==> src/rtl/spi_responder_if.sv <==
// SPI responder bus bundle.
// Carries the serial pins (sclk/cs_n/mosi/miso) and the parallel side
// (tx word + load strobe, rx word + valid/error pulses, busy).
//  slave  : view used by spi_responder (pins in, results out)
//  master : view used by whatever drives the link and consumes the results
interface spi_responder_if #(
  parameter int SIZE = 40
);
  logic            sclk_in;
  logic            cs_n_in;
  logic            mosi_in;
  logic            miso_out;
  logic [SIZE-1:0] tx_data_in;
  logic            tx_load_in;
  logic [SIZE-1:0] rx_data_out;
  logic            rx_valid_out;
  logic            frame_err_out;
  logic            busy_out;

  modport slave (
    input  sclk_in, cs_n_in, mosi_in, tx_data_in, tx_load_in,
    output miso_out, rx_data_out, rx_valid_out, frame_err_out, busy_out
  );

  modport master (
    output sclk_in, cs_n_in, mosi_in, tx_data_in, tx_load_in,
    input  miso_out, rx_data_out, rx_valid_out, frame_err_out, busy_out
  );
endinterface

==> src/rtl/spi_responder.sv <==
// SPI peripheral (mode 3: SCLK idles high, MISO launched on SCLK fall,
// MOSI sampled on SCLK rise). SCLK/CS_N/MOSI are oversampled in the clk_in
// domain; frames are SIZE bits, MSB first.
// Ports:
//  clk_in  system clock, >= 8x SCLK
//  rst_in  synchronous active-high reset
//  bus     spi_responder_if.slave: sclk_in, cs_n_in, mosi_in (async pins),
//          miso_out, tx_data_in/tx_load_in (shadow load), rx_data_out,
//          rx_valid_out / frame_err_out (1-cycle pulses), busy_out
module spi_responder #(
  parameter int SIZE     = 40,
  parameter int CNT_SIZE = 6
) (
  input  logic           clk_in,
  input  logic           rst_in,
  spi_responder_if.slave bus
);

  localparam logic [1:0] RESYNC = 2'd0;
  localparam logic [1:0] IDLE   = 2'd1;
  localparam logic [1:0] SHIFT  = 2'd2;
  localparam logic [1:0] HOLD   = 2'd3;

  localparam logic [CNT_SIZE-1:0] LAST_BIT = CNT_SIZE'(SIZE - 1);
  localparam logic [1:0]          SETTLED  = 2'd2;

  logic [1:0]          state;
  logic [1:0]          settle;
  logic [CNT_SIZE-1:0] bitcnt;
  logic [SIZE-1:0]     rx_shift;
  logic [SIZE-1:0]     tx_shift;
  logic [SIZE-1:0]     shadow;
  logic                overrun;
  logic                miso;
  logic [SIZE-1:0]     rx_data;
  logic                rx_valid;
  logic                frame_err;

  logic sclk_s1, sclk_s2, sclk_d;
  logic cs_s1, cs_s2, cs_d;
  logic mosi_s1, mosi_s2;
  logic sclk_rise, sclk_fall, cs_rise, cs_fall;

  // Two-flop synchronisers plus an edge-detect stage for sclk and cs_n.
  always_ff @(posedge clk_in) begin
    if (rst_in) begin
      sclk_s1 <= 1'b1;
      sclk_s2 <= 1'b1;
      sclk_d  <= 1'b1;
      cs_s1   <= 1'b1;
      cs_s2   <= 1'b1;
      cs_d    <= 1'b1;
      mosi_s1 <= 1'b0;
      mosi_s2 <= 1'b0;
    end else begin
      sclk_s1 <= bus.sclk_in;
      sclk_s2 <= sclk_s1;
      sclk_d  <= sclk_s2;
      cs_s1   <= bus.cs_n_in;
      cs_s2   <= cs_s1;
      cs_d    <= cs_s2;
      mosi_s1 <= bus.mosi_in;
      mosi_s2 <= mosi_s1;
    end
  end

  assign sclk_rise = sclk_s2 & ~sclk_d;
  assign sclk_fall = ~sclk_s2 & sclk_d;
  assign cs_rise   = cs_s2 & ~cs_d;
  assign cs_fall   = ~cs_s2 & cs_d;

  always_ff @(posedge clk_in) begin
    if (rst_in) begin
      state     <= RESYNC;
      settle    <= '0;
      bitcnt    <= '0;
      rx_shift  <= '0;
      tx_shift  <= '0;
      shadow    <= '0;
      overrun   <= 1'b0;
      miso      <= 1'b0;
      rx_data   <= '0;
      rx_valid  <= 1'b0;
      frame_err <= 1'b0;
    end else begin
      rx_valid  <= 1'b0;
      frame_err <= 1'b0;

      if (bus.tx_load_in) begin
        shadow <= bus.tx_data_in;
      end

      case (state)
        // The sync flops reset to "deselected", so cs_s2 only reflects the
        // pin once the pipeline has refilled; waiting for that keeps a
        // mid-frame reset from re-entering the aborted frame.
        RESYNC: begin
          miso <= 1'b0;
          if (settle != SETTLED) begin
            settle <= settle + 2'd1;
          end else if (cs_s2) begin
            state <= IDLE;
          end
        end

        IDLE: begin
          miso <= 1'b0;
          if (cs_fall) begin
            state    <= SHIFT;
            tx_shift <= shadow;
            bitcnt   <= '0;
          end
        end

        // cs_n rise wins over a coincident SCLK edge.
        SHIFT: begin
          if (cs_rise) begin
            frame_err <= 1'b1;
            miso      <= 1'b0;
            state     <= IDLE;
          end else if (sclk_fall) begin
            miso     <= tx_shift[SIZE-1];
            tx_shift <= {tx_shift[SIZE-2:0], 1'b0};
          end else if (sclk_rise) begin
            rx_shift <= {rx_shift[SIZE-2:0], mosi_s2};
            bitcnt   <= bitcnt + 1'b1;
            if (bitcnt == LAST_BIT) begin
              state <= HOLD;
            end
          end
        end

        HOLD: begin
          if (cs_rise) begin
            if (overrun) begin
              frame_err <= 1'b1;
            end else begin
              rx_data  <= rx_shift;
              rx_valid <= 1'b1;
            end
            overrun <= 1'b0;
            miso    <= 1'b0;
            state   <= IDLE;
          end else if (sclk_rise) begin
            overrun <= 1'b1;
          end
        end

        default: state <= RESYNC;
      endcase
    end
  end

  assign bus.miso_out      = miso;
  assign bus.rx_data_out   = rx_data;
  assign bus.rx_valid_out  = rx_valid;
  assign bus.frame_err_out = frame_err;
  assign bus.busy_out      = (state == SHIFT) || (state == HOLD);

endmodule

==> src/flat_wrapper.sv <==
// flat-port wrapper written by rule: the top's interface ports become plain ports
module spi_responder_flat 
#(
  parameter int SIZE     = 40,
  parameter int CNT_SIZE = 6
)
  (clk_in, rst_in, bus_sclk_in, bus_cs_n_in, bus_mosi_in, bus_tx_data_in, bus_tx_load_in, bus_miso_out, bus_rx_data_out, bus_rx_valid_out, bus_frame_err_out, bus_busy_out);
  spi_responder_if #(.SIZE(SIZE)) bus_i ();
  input  logic clk_in;
  input  logic rst_in;
  input wire logic [$bits(bus_i.sclk_in)-1:0] bus_sclk_in;
  input wire logic [$bits(bus_i.cs_n_in)-1:0] bus_cs_n_in;
  input wire logic [$bits(bus_i.mosi_in)-1:0] bus_mosi_in;
  input wire logic [$bits(bus_i.tx_data_in)-1:0] bus_tx_data_in;
  input wire logic [$bits(bus_i.tx_load_in)-1:0] bus_tx_load_in;
  output wire logic [$bits(bus_i.miso_out)-1:0] bus_miso_out;
  output wire logic [$bits(bus_i.rx_data_out)-1:0] bus_rx_data_out;
  output wire logic [$bits(bus_i.rx_valid_out)-1:0] bus_rx_valid_out;
  output wire logic [$bits(bus_i.frame_err_out)-1:0] bus_frame_err_out;
  output wire logic [$bits(bus_i.busy_out)-1:0] bus_busy_out;
  assign bus_i.sclk_in = bus_sclk_in;
  assign bus_i.cs_n_in = bus_cs_n_in;
  assign bus_i.mosi_in = bus_mosi_in;
  assign bus_i.tx_data_in = bus_tx_data_in;
  assign bus_i.tx_load_in = bus_tx_load_in;
  assign bus_miso_out = bus_i.miso_out;
  assign bus_rx_data_out = bus_i.rx_data_out;
  assign bus_rx_valid_out = bus_i.rx_valid_out;
  assign bus_frame_err_out = bus_i.frame_err_out;
  assign bus_busy_out = bus_i.busy_out;
  spi_responder #(.SIZE(SIZE), .CNT_SIZE(CNT_SIZE)) u_core (.clk_in(clk_in), .rst_in(rst_in), .bus(bus_i));
endmodule
==> config.mk <==
export PLATFORM = sky130hd
export DESIGN_NAME = spi_responder_flat
export DESIGN_NICKNAME = d
export VERILOG_FILES = /design/src/rtl/spi_responder_if.sv /design/src/rtl/spi_responder.sv /design/src/flat_wrapper.sv
export SDC_FILE = /design/constraint.sdc
export NUM_CORES = 1
export LEC_CHECK = 0
export CAP_MARGIN = 20
export CELL_PAD_IN_SITES_DETAIL_PLACEMENT = 2
export CELL_PAD_IN_SITES_GLOBAL_PLACEMENT = 2
export CORE_MARGIN = 10
export CORE_UTILIZATION = 29
export DETAILED_ROUTE_END_ITERATION = 6
export PLACE_DENSITY = 0.77
export SETUP_SLACK_MARGIN = 0.4
export SYNTH_ARGS = -nofsm -noshare
export SYNTH_HDL_FRONTEND = slang
export SYNTH_SLANG_ARGS = --single-unit
==> constraint.sdc <==
create_clock -name clk_in -period 1.6 [get_ports clk_in]
set_input_delay 0.32 -clock clk_in [delete_from_list [all_inputs] [get_ports clk_in]]
set_output_delay 0.32 -clock clk_in [all_outputs]
set_load 0.01 [all_outputs]
==> out/metrics.cfg, run 1 <==
[run_status]
status = finished with violations
violations = setup timing

[power_and_ir_drop]
netSwitchingFraction_pct = 32.9
pwr-share-clk_pct = 31.3
power_density_nw_per_um2 = 1140
p_switching_mw = 4.68
ir_drop_mv = 0.693
power_frac_comb_pct = 30.7
seq_power_share_pct = 38.0
p_int_mw = 9.54
power.leakage_nw = 5.08

[critical_path]
cp_num_buf_inv = 4
crit_chain = inv_4 -> ha_4 -> a21boi_4 -> buf_6 -> buf_6 -> buf_12 -> a21oi_2 -> a211oi_1
crit_family = compound AO/OA/AOI/OAI gates
max_stage_delay_ns = 0.42
crit_slowest_cell = dfxtp_4
reg2reg_from = u_core.state[1]$_SDFFE_PP0P_
worst-r2r-cell-count = 8
cp-end-kind = flop
crit_path_frequent_cell = buf_6
r2r-end = u_core.tx_shift[15]$_SDFFE_PP0P_
timing.reg2reg.setup_slack_ns = -0.30
path_max_fanout = 8
start_kind = flop
critPathKind = reg -> reg
cp.arrival_ns = 2.24
crit_required_ns = 1.93

[route]
first_pass_iters = 4
viasPerCell = 5.21
antenna_left = 0
drc_errors = 0
via_count = 6697
post_drt_wl_per_cell_um = 28.8
drtIter0Drc = 332
drt-total-wl_um = 37000

[place]
place_area_um2 = 8460
place_congestion = 0.738
io_buffers = 89
place_hpwl_um = 12700
dpl.cell_count = 1146

[yosys]
mappedNetlistArea_um2 = 7040
syn_area_per_cell_um2 = 9.14
postSynthCellCount = 770
synth_top_family_by_area = compound AO/OA/AOI/OAI gates
synth-seq-cells = 182
synth-main-ff-cell = dfxtp_1
yosysTopAreaCell = dfxtp_1
synth_nets = 822
yosys.area_share.adder_pct = 1.07
ys_seq_area_share_pct = 51.8
synth-xor-area-share_pct = 0.622
synth_edf_count = 0
synth_top_area_share_pct = 51.8
yosys-mux-area-fraction_pct = 11.5
synth-async-reset-ratio_pct = 0
synth-compound-area-share_pct = 15.8
ys_types = 44
synth_warnings = 0
yosys-top-cells-area = dfxtp_1 52%, mux2i_1 11%, nand2_1 8.7%
yosys.area_share.simple_pct = 15.0

[sta]
fmax_ghz = 0.525
hold_viol = 0
tightest_slew_ns = 0.514
layout_min_cycle_time_ns = 1.90
hold_slack_ns = 0.265
timing.final.ws_setup_ns = -0.304
finalSetupViolations = 131
finalClockSkew_ns = 0.0133
relSlewSlack_pct = 65.7
rsz0062_at_grt = true
final_max_slew_viol_count = 0
post-route-period-util_pct = 119

[final_layout]
layout_commonest_cell = dfxtp_1
final_area_um2 = 12400
fin_nets = 1005
syn2layout_area_growth_pct = 76.7
final_cell_mix = 135 x dfxtp_1, 96 x a21oi_2, 95 x nand2_4, 76 x mux2i_1, 70 x buf_6
antenna_cells = 0
drive_gt1_share_pct = 58.5
stdcell_count = 1285

[job]
drv_cap = 0

[clocking]
tritoncts = done
cts_hold_buf = 0
clockBufferDepth = 2
path_clk_slew_ns = 0.07
clock-sinks = 182
clk_latency_ns = 0.46
cts_max_level = 4
clockRootBuffer = clkbuf_16
numCtsBuffers = 17

[floorplanning]
fp.dieW_um = 176
die_area_um2 = 30900
ioPinCount = 90
coreArea_um2 = 23700
start_util_pct = 29.7
rows = 56
die_h_um = 176

[hold_path]
min_path_type = in -> reg
min_to = u_core.shadow[33]$_SDFFE_PP0P_
min_delay_path_depth = 2
worstHoldStart = rst_in

[grt]
grt_usage_pct = 18.5
grt.overflow.total = 0
grt_max_degree = 64
grt_pass1_wl_um = 44500
antenna_found_initial = 0
grt_pass1_vias = 7172

==> worst register-to-register path: stages (launching register included) <==
cell	delay, ns
dfxtp_4	0.42
inv_4	0.07
ha_4	0.29
a21boi_4	0.27
buf_6	0.15
buf_6	0.09
buf_12	0.13
a21oi_2	0.07
a211oi_1	0.29
==> power by group through the flow <==
stage	Combinational (mW)	Sequential (mW)	Clock, mW
3_5_place_dp	2.33	5.36	0
2_1_floorplan	1.72	5.27	0
4_1_cts	3.53	5.32	4.35
5_1_grt	4.62	5.45	4.73
3_3_place_gp	2.24	5.34	0
6_report	4.37	5.40	4.45
==> per-stage QoR <==
step / setup TNS [ns] / utilization (%) / setup WS, ns / power [mW]
3_3_place_gp: -0.0260 / 35.7 / -0.0260 / 7.58
5_1_grt: -22.15 / 52.5 / -0.338 / 14.8
2_1_floorplan: 0 / - / 0.132 / 6.99
4_1_cts: -2.13 / 46.0 / -0.123 / 13.2
6_report: -17.76 / 52.5 / -0.304 / 14.2
3_5_place_dp: -0.0576 / 35.7 / -0.0448 / 7.69
==> final cells by class <==
| class | instances | area (um2) |
|---|---|---|
| Timing Repair Buffer | 225 | 2970 |
| Inverter | 5 | 23.8 |
| Multi-Input combinational cell | 522 | 4700 |
| Tap cell | 319 | 399 |
| Clock buffer | 19 | 453 |
| Sequential cell | 182 | 3750 |
| Clock inverter | 13 | 138 |
| Fill cell | 2311 | 11200 |
==> cell usage after synthesis, types with 2 or more instances <==
cell type,n
buf_2,29
o2111ai_1,2
a211oi_2,10
buf_6,2
xor2_1,4
mux2i_1,80
dfxtp_1,182
and2_1,2
or2_2,7
nand2b_1,5
and3_1,2
clkbuf_1,29
nor2b_1,3
a21boi_0,2
a21oi_1,122
nor3_1,3
o211ai_1,3
nor2_1,51
ha_1,6
and3b_1,2
inv_1,5
a211oi_1,31
a21o_1,2
nand2_1,164
nand4b_1,2
or3b_2,2
==> per-layer routing <==
layer / up-vias / track usage (%) / wire [um]
met1: 3392 / 20.5 / 13600
met2: 199 / 35.3 / 20300
met4: 0 / 4.84 / 1730
met5: - / 0 / 0
li1: 3006 / - / -
met3: 100 / 3.20 / 1330
==> flip-flops by register name, summed over array words and instances, names as in the netlist <==
| signal | cells |
|---|---|
| u_core.mosi_s1 | 1 |
| u_core.settle | 2 |
| u_core.bitcnt | 6 |
| u_core.tx_shift | 40 |
| u_core.rx_shift | 40 |
| u_core.overrun | 1 |
| u_core.bus.rx_data_out | 40 |
| u_core.bus.frame_err_out | 1 |
| u_core.shadow | 40 |
| u_core.state | 2 |
| u_core.bus.rx_valid_out | 1 |
| u_core.cs_d | 1 |
| u_core.sclk_s2 | 1 |
| u_core.bus.miso_out | 1 |
| u_core.cs_s1 | 1 |
| u_core.mosi_s2 | 1 |
| u_core.sclk_s1 | 1 |
| u_core.sclk_d | 1 |
| u_core.cs_s2 | 1 |
==> logic make-up (layout without fill, tap and decap cells) <==
| kind of cell | after synthesis | in the layout |
|---|---|---|
| simple gates | 250 | 250 |
| flops | 182 | 182 |
| compound gates | 180 | 180 |
| mux | 81 | 81 |
| buf+inv | 66 | 262 |
| fa+ha+maj | 6 | 6 |
| xor+xnor | 5 | 5 |
==> worst max path at each step <==
stage / endpoint / cells after the start / slack, ns / startpoint
after global placement: bus_busy_out / 4 / -0.03 / u_core.state[0]$_SDFFE_PP0P_
after CTS: bus_busy_out / 4 / -0.12 / u_core.state[0]$_SDFFE_PP0P_
final: u_core.tx_shift[15]$_SDFFE_PP0P_ / 8 / -0.30 / u_core.state[1]$_SDFFE_PP0P_
after floorplan: u_core.rx_shift[0]$_SDFFE_PP0P_ / 9 / 0.13 / u_core.state[0]$_SDFFE_PP0P_
after detailed placement: bus_busy_out / 4 / -0.04 / u_core.state[0]$_SDFFE_PP0P_
after global routing: u_core.tx_shift[15]$_SDFFE_PP0P_ / 8 / -0.34 / u_core.state[1]$_SDFFE_PP0P_
==> what timing repair did <==
item,in CTS,in global routing
resized for setup,479,274
pin swaps,79,110
buffers inserted,32,44
cloned,25,6
setup endpoints to repair,175,177
Power figures use the tool's default switching activity.
==> run 2: changes to the inputs <==
Settings changed: CORE_MARGIN 10 to 1.5.
==> run 2 against run 1 <==
Effect of this change: the run still ends with setup timing left; design area up 3.3%; first-iteration DRC count down 6.0%; sequential power up 2%; clock-buffer cell count down 2; global-route usage up 5.9 points; sequential cell count unchanged; worst hold slack worse by 0.014 ns; routed wire length up 11%; setup slack better by 0.038 ns; non-clock buffer count up 16; critical path depth unchanged; clock skew up 0.0084 ns; largest cell class unchanged; highest routed layer unchanged.
==> out/metrics.cfg, run 2 (synthesis gave the netlist of run 1 again) <==
[run_status]
status = finished with violations
violations = setup timing

[critical_path]
cp-startpoint = u_core.state[0]$_SDFFE_PP0P_
cp.arrival_ns = 2.25  ; about the same
start_kind = flop
crit_chain = inv_4 -> ha_4 -> and3b_2 -> buf_6 -> buf_6 -> and2_4 -> nand2_2 -> a21oi_2
reg2reg_from = u_core.state[0]$_SDFFE_PP0P_
timing.reg2reg.setup_slack_ns = -0.27  ; +0.04 ns
critPathKind = reg -> reg
worst-r2r-cell-count = 8  ; unchanged
crit_slowest_cell = dfxtp_4
cp-endpoint = u_core.rx_shift[15]$_SDFFE_PP0P_
max_stage_delay_ns = 0.38  ; -0.04 ns
path_max_fanout = 5  ; -3
crit_path_frequent_cell = buf_6
r2r-end = u_core.rx_shift[15]$_SDFFE_PP0P_
cp-end-kind = flop
crit_required_ns = 1.98  ; +0.05 ns

[sta]
timing.final.ws_setup_ns = -0.266  ; +0.0380 ns
final_max_slew_viol_count = 0  ; unchanged
layout_min_cycle_time_ns = 1.87  ; -0.0380 ns
finalClockSkew_ns = 0.0217  ; +0.00837 ns
finalSetupViolations = 125  ; -4.6%
tightest_slew_ns = 0.497  ; -0.0167 ns
relSlewSlack_pct = 66.8  ; +1.1 points
fmax_ghz = 0.536  ; +2.0%
post-route-period-util_pct = 117  ; -2.4 points
rsz0062_at_grt = true
hold_slack_ns = 0.251  ; -0.0140 ns
setup_tns_ns = -15.76  ; +2.00 ns
hold_viol = 0  ; unchanged

[final_layout]
final_core_util_pct = 54.4  ; +1.9 points
final_area_um2 = 12800  ; +3.3%
syn2layout_area_growth_pct = 82.6
final_cell_mix = 135 x dfxtp_1, 106 x a21oi_2, 77 x mux2i_1, 71 x nand2_4, 70 x buf_6
drive_gt1_share_pct = 61.8  ; +3.3 points
layout_commonest_cell = dfxtp_1
antenna_cells = 0  ; unchanged
fin_nets = 1028  ; +2.3%
stdcell_count = 1308  ; +1.8%

[power_and_ir_drop]
finalPower_mw = 15.6  ; +9.8%
power_density_nw_per_um2 = 1210  ; +6.3%
power.leakage_nw = 4.78  ; -5.9%
ir_drop_mv = 0.967  ; +39%

[clocking]
clk_latency_ns = 0.48  ; +0.02 ns
cts_hold_buf = 0  ; unchanged
clockRootBuffer = clkbuf_16
clockBufferDepth = 2  ; unchanged
clock-sinks = 182  ; unchanged
numCtsBuffers = 17  ; unchanged
tritoncts = done
cts_max_level = 4  ; unchanged
path_clk_slew_ns = 0.09  ; +0.02 ns

[floorplanning]
start_util_pct = 29.8  ; +0.088 points
rows = 56  ; unchanged
coreArea_um2 = 23600  ; -0.30%
die_area_um2 = 25200  ; -18%
die_h_um = 159  ; -9.7%
fp.dieW_um = 159  ; -9.7%
ioPinCount = 90  ; unchanged

[grt]
grt_pass1_vias = 7331  ; +2.2%
grt_usage_pct = 24.4  ; +5.9 points
grt.overflow.total = 0  ; unchanged
antenna_found_initial = 0  ; unchanged
grt_max_degree = 41  ; -36%
grt_pass1_wl_um = 46500  ; +4.5%

[place]
dpl.cell_count = 1143  ; -0.26%
pre_cts_ws_ns = -0.102  ; -0.0569 ns
place_hpwl_um = 11700  ; -8.0%
place_area_um2 = 8500  ; +0.56%
io_buffers = 89  ; unchanged
place_congestion = 0.699  ; -5.4%

[job]
drv_cap = 0  ; unchanged

[route]
antenna_left = 0  ; unchanged
first_pass_iters = 5  ; +1
post_drt_wl_per_cell_um = 31.3  ; +8.9%
drt-total-wl_um = 41000  ; +11%
viasPerCell = 5.38  ; +3.3%
drtIter0Drc = 312  ; -6.0%
via_count = 7039  ; +5.1%
drc_errors = 0  ; unchanged

[hold_path]
min_path_type = in -> reg

[run 2: cell count changes in the layout (fill, tap and decap cells not counted), moves of 10 or more]
cell and delta:
a21oi_2 +10, nand2_4 -24, nand2_2 +25, a21oi_1 -14
buf_4 +12
[run 2: power breakdown]
part	internal [mW]	switching, mW	leakage, nW
Combinational	2.71	2.60	2.96
Sequential	4.96	0.530	1.51
Clock	2.41	2.40	0.310
[run 2: how the worst min path moves through the flow]
stage	start	endpoint	slack, ns	cells past startpoint
2_1_floorplan	u_core.cs_s1$_SDFF_PP1_	u_core.cs_s2$_SDFF_PP1_	0.39	1
3_3_place_gp	u_core.sclk_s1$_SDFF_PP1_	u_core.sclk_s2$_SDFF_PP1_	0.40	1
3_5_place_dp	u_core.sclk_s1$_SDFF_PP1_	u_core.sclk_s2$_SDFF_PP1_	0.40	1
4_1_cts	rst_in	u_core.shadow[36]$_SDFFE_PP0P_	0.22	2
5_1_grt	rst_in	u_core.shadow[34]$_SDFFE_PP0P_	0.26	2
6_report	rst_in	u_core.shadow[34]$_SDFFE_PP0P_	0.25	2
[run 2: cell type report]
type | instances | area, um2
inverters | 5 | 23.8
multi-input cells | 529 | 4780
repair buffers | 241 | 3250
clock inverters | 15 | 205
fillers | 2206 | 10800
well taps | 319 | 399
clock buffers | 17 | 425
flip-flops and latches | 182 | 3770
[run 2: worst max-delay path, delay by kind of cell (launching register included)]
kind | cells | cell delay, ns
simple gates | 3 | 0.64
flops | 1 | 0.38
buf+inv | 3 | 0.34
compound gates | 1 | 0.22
fa+ha+maj | 1 | 0.19
[run 2: what timing repair did]
item | 4_1_cts | 5_1_grt
pin swaps | 60 | 123
buffers inserted | 38 | 52
resized for setup | 423 | 330
endpoints found under the setup margin | 174 | 178
cloned | 34 | 9
[run 2: layer usage]
| layer | global-route usage (%) | vias to the layer above | part of all wire (%) |
|---|---|---|---|
| met5 | 0 | - | 0 |
| met4 | 10.8 | 0 | 5.2 |
| met3 | 4.02 | 116 | 3.1 |
| met2 | 45.2 | 241 | 53 |
| met1 | 27.1 | 3639 | 38 |
| li1 | - | 3043 | - |
==> run 3: changes to the inputs <==
--- a/config.mk
+++ b/config.mk
@@ -13,5 +13,7 @@
 export DETAILED_ROUTE_END_ITERATION = 6
 export PLACE_DENSITY = 0.77
+export RECOVER_POWER = 50
 export SETUP_SLACK_MARGIN = 0.4
+export SKIP_LAST_GASP = 1
 export SYNTH_ARGS = -nofsm -noshare
 export SYNTH_HDL_FRONTEND = slang
==> constraint.sdc (replaced) <==
create_clock -name clk_in -period 1.6 [get_ports clk_in]
set_input_delay 0.4 -clock clk_in [delete_from_list [all_inputs] [get_ports clk_in]]
set_output_delay 0.4 -clock clk_in [all_outputs]
set_load 0.01 [all_outputs]
==> run 3 against run 2 <==
Effect of this change: the flow still finishes with violations (setup timing); global-route usage decreased by 7.3 points; sequential share of layout area increased by 7.4 points; routed wire length decreased by 45%; worst hold slack improved by 0.17 ns; setup slack improved by 0.062 ns; sequential power decreased by 3%; register-to-register slack improved by 0.06 ns; critical path type unchanged; largest cell class is now flip-flops and latches; largest power group unchanged.
==> out/metrics.cfg, run 3 (synthesis gave the netlist of run 1 again) <==
[hold_path]
min_path_type = reg -> reg

[power_and_ir_drop]
pwr-share-clk_pct = 34.5  ; +3.6 points
p_int_mw = 9.11  ; -9.6%
power_density_nw_per_um2 = 1270  ; +4.8%
p_switching_mw = 3.76  ; -32%
power_frac_comb_pct = 24.3  ; -9.7 points
netSwitchingFraction_pct = 29.2  ; -6.2 points
power.leakage_nw = 3.65  ; -24%
finalPower_mw = 12.9  ; -18%
ir_drop_mv = 0.617  ; -36%
seq_power_share_pct = 41.1  ; +5.9 points

[critical_path]
path_max_fanout = 7  ; +2
start_kind = flop
critPathKind = reg -> reg
crit_required_ns = 1.94  ; -0.04 ns
cp-end-kind = flop
cp.arrival_ns = 2.15  ; -0.10 ns

[route]
drt-total-wl_um = 22600  ; -45%
drtIter0Drc = 248  ; -21%
drc_errors = 0  ; unchanged
post_drt_wl_per_cell_um = 18.5  ; -41%
antenna_left = 0  ; unchanged
viasPerCell = 4.88  ; -9.3%
first_pass_iters = 4  ; -1
via_count = 5960  ; -15%

[run_status]
violations = setup timing
status = finished with violations

[place]
place_area_um2 = 8500  ; about the same
dpl.cell_count = 1149  ; +0.52%
place_hpwl_um = 12500  ; +7.2%
pre_cts_ws_ns = -0.106  ; -0.00406 ns
io_buffers = 89  ; unchanged
place_congestion = 0.681  ; -2.6%

[sta]
layout_min_cycle_time_ns = 1.80  ; -0.0616 ns
relSlewSlack_pct = 48.4  ; -18 points
post-route-period-util_pct = 113  ; -3.8 points
setup_tns_ns = -10.19  ; +5.57 ns
tightest_slew_ns = 0.774  ; +0.277 ns
finalSetupViolations = 87  ; -30%
hold_slack_ns = 0.425  ; +0.174 ns
fmax_ghz = 0.554  ; +3.4%
finalClockSkew_ns = 0.0122  ; -0.00950 ns
final_max_slew_viol_count = 0  ; unchanged
rsz0062_at_grt = true
timing.final.ws_setup_ns = -0.204  ; +0.0616 ns
hold_viol = 0  ; unchanged

[clocking]
tritoncts = done
clk_latency_ns = 0.43  ; -0.05 ns
clockBufferDepth = 2  ; unchanged
cts_hold_buf = 0  ; unchanged
clock-sinks = 182  ; unchanged
path_clk_slew_ns = 0.06  ; -0.03 ns
numCtsBuffers = 17  ; unchanged
clockRootBuffer = clkbuf_16
cts_max_level = 4  ; unchanged

[final_layout]
layout_commonest_cell = nand2_1
syn2layout_area_growth_pct = 43.6
fillers = 2494  ; +13%
final_cell_mix = 157 x nand2_1, 132 x dfxtp_1, 92 x a21oi_1, 80 x mux2i_1, 53 x buf_6
stdcell_count = 1221  ; -6.7%
drive_gt1_share_pct = 31.9  ; -30 points
final_area_um2 = 10100  ; -21%
final_core_util_pct = 42.8  ; -12 points
antenna_cells = 0  ; unchanged
fin_nets = 941  ; -8.5%

[floorplanning]
coreArea_um2 = 23600  ; unchanged
start_util_pct = 29.8  ; unchanged
die_area_um2 = 25200  ; unchanged
rows = 56  ; unchanged
ioPinCount = 90  ; unchanged
fp.dieW_um = 159  ; unchanged
die_h_um = 159  ; unchanged

[grt]
grt_pass1_vias = 6410  ; -13%
grt_usage_pct = 17.0  ; -7.3 points
antenna_found_initial = 0  ; unchanged
grt_max_degree = 47  ; +15%
grt_pass1_wl_um = 34500  ; -26%
grt.overflow.total = 0  ; unchanged

[job]
drv_cap = 0  ; unchanged

[run 3: changes by cell type in the layout (fill, tap and decap cells not counted), sizes merged, moves of 3 or more]
cell	change
buf	-85
and2	-6
clkbuf	+6
clkinv	-3
inv	-3
[run 3: power groups by stage]
stage | Sequential (mW) | Combinational, mW | Clock (mW)
floorplan | 5.27 | 1.67 | 0
global route | 5.34 | 3.39 | 4.73
global placement | 5.34 | 2.22 | 0
finish | 5.30 | 3.13 | 4.44
CTS | 5.28 | 2.46 | 4.51
detailed placement | 5.37 | 2.33 | 0
[run 3: worst paths after layout]
| check | cells past startpoint | startpoint | slack, ns | end |
|---|---|---|---|---|
| setup / recovery | 10 | u_core.state[0]$_SDFFE_PP0P_ | -0.20 | u_core.rx_shift[3]$_SDFFE_PP0P_ |
| hold / removal | 1 | u_core.cs_s1$_SDFF_PP1_ | 0.43 | u_core.cs_s2$_SDFF_PP1_ |
| setup reg to reg | 10 | u_core.state[0]$_SDFFE_PP0P_ | -0.20 | u_core.rx_shift[3]$_SDFFE_PP0P_ |
| hold reg to reg | 1 | u_core.cs_s1$_SDFF_PP1_ | 0.43 | u_core.cs_s2$_SDFF_PP1_ |
[run 3: metal layers]
metal | GRT usage (%) | part of all wire, % | wire (um) | vias up
li1 | - | - | - | 2863
met1 | 20.4 | 43 | 9720 | 2977
met5 | 0 | 0 | 0 | -
met4 | 4.29 | 1.3 | 295 | 0
met3 | 3.08 | 2.3 | 531 | 23
met2 | 31.1 | 53 | 12100 | 97
[run 3: final cells by class]
class	instances	area (um2)	area share (%)
clock buffer	20	447	4.42
clock inverter	12	168	1.66
inverter	5	18.8	0.186
multi-input combinational	523	3420	33.9
sequential	182	3720	36.8
tap	319	399	3.95
timing repair buffer	160	1930	19.1
[run 3: repair_timing]
action	4_1_cts	5_1_grt
pin swaps	10	18
endpoints found under the setup margin	176	177
gates resized for setup	305	52
gates cloned	8	9
buffers inserted	19	4
[run 3: critical path, cell delays in order, from the launching register on]
cell and delay (ns):
dfxtp_4 0.36, inv_2 0.06, ha_4 0.16, buf_6 0.13, and3b_2 0.24, buf_12 0.14, nand2_8 0.14, buf_12 0.14
clkbuf_16 0.14, nand2_1 0.07, a21oi_1 0.16
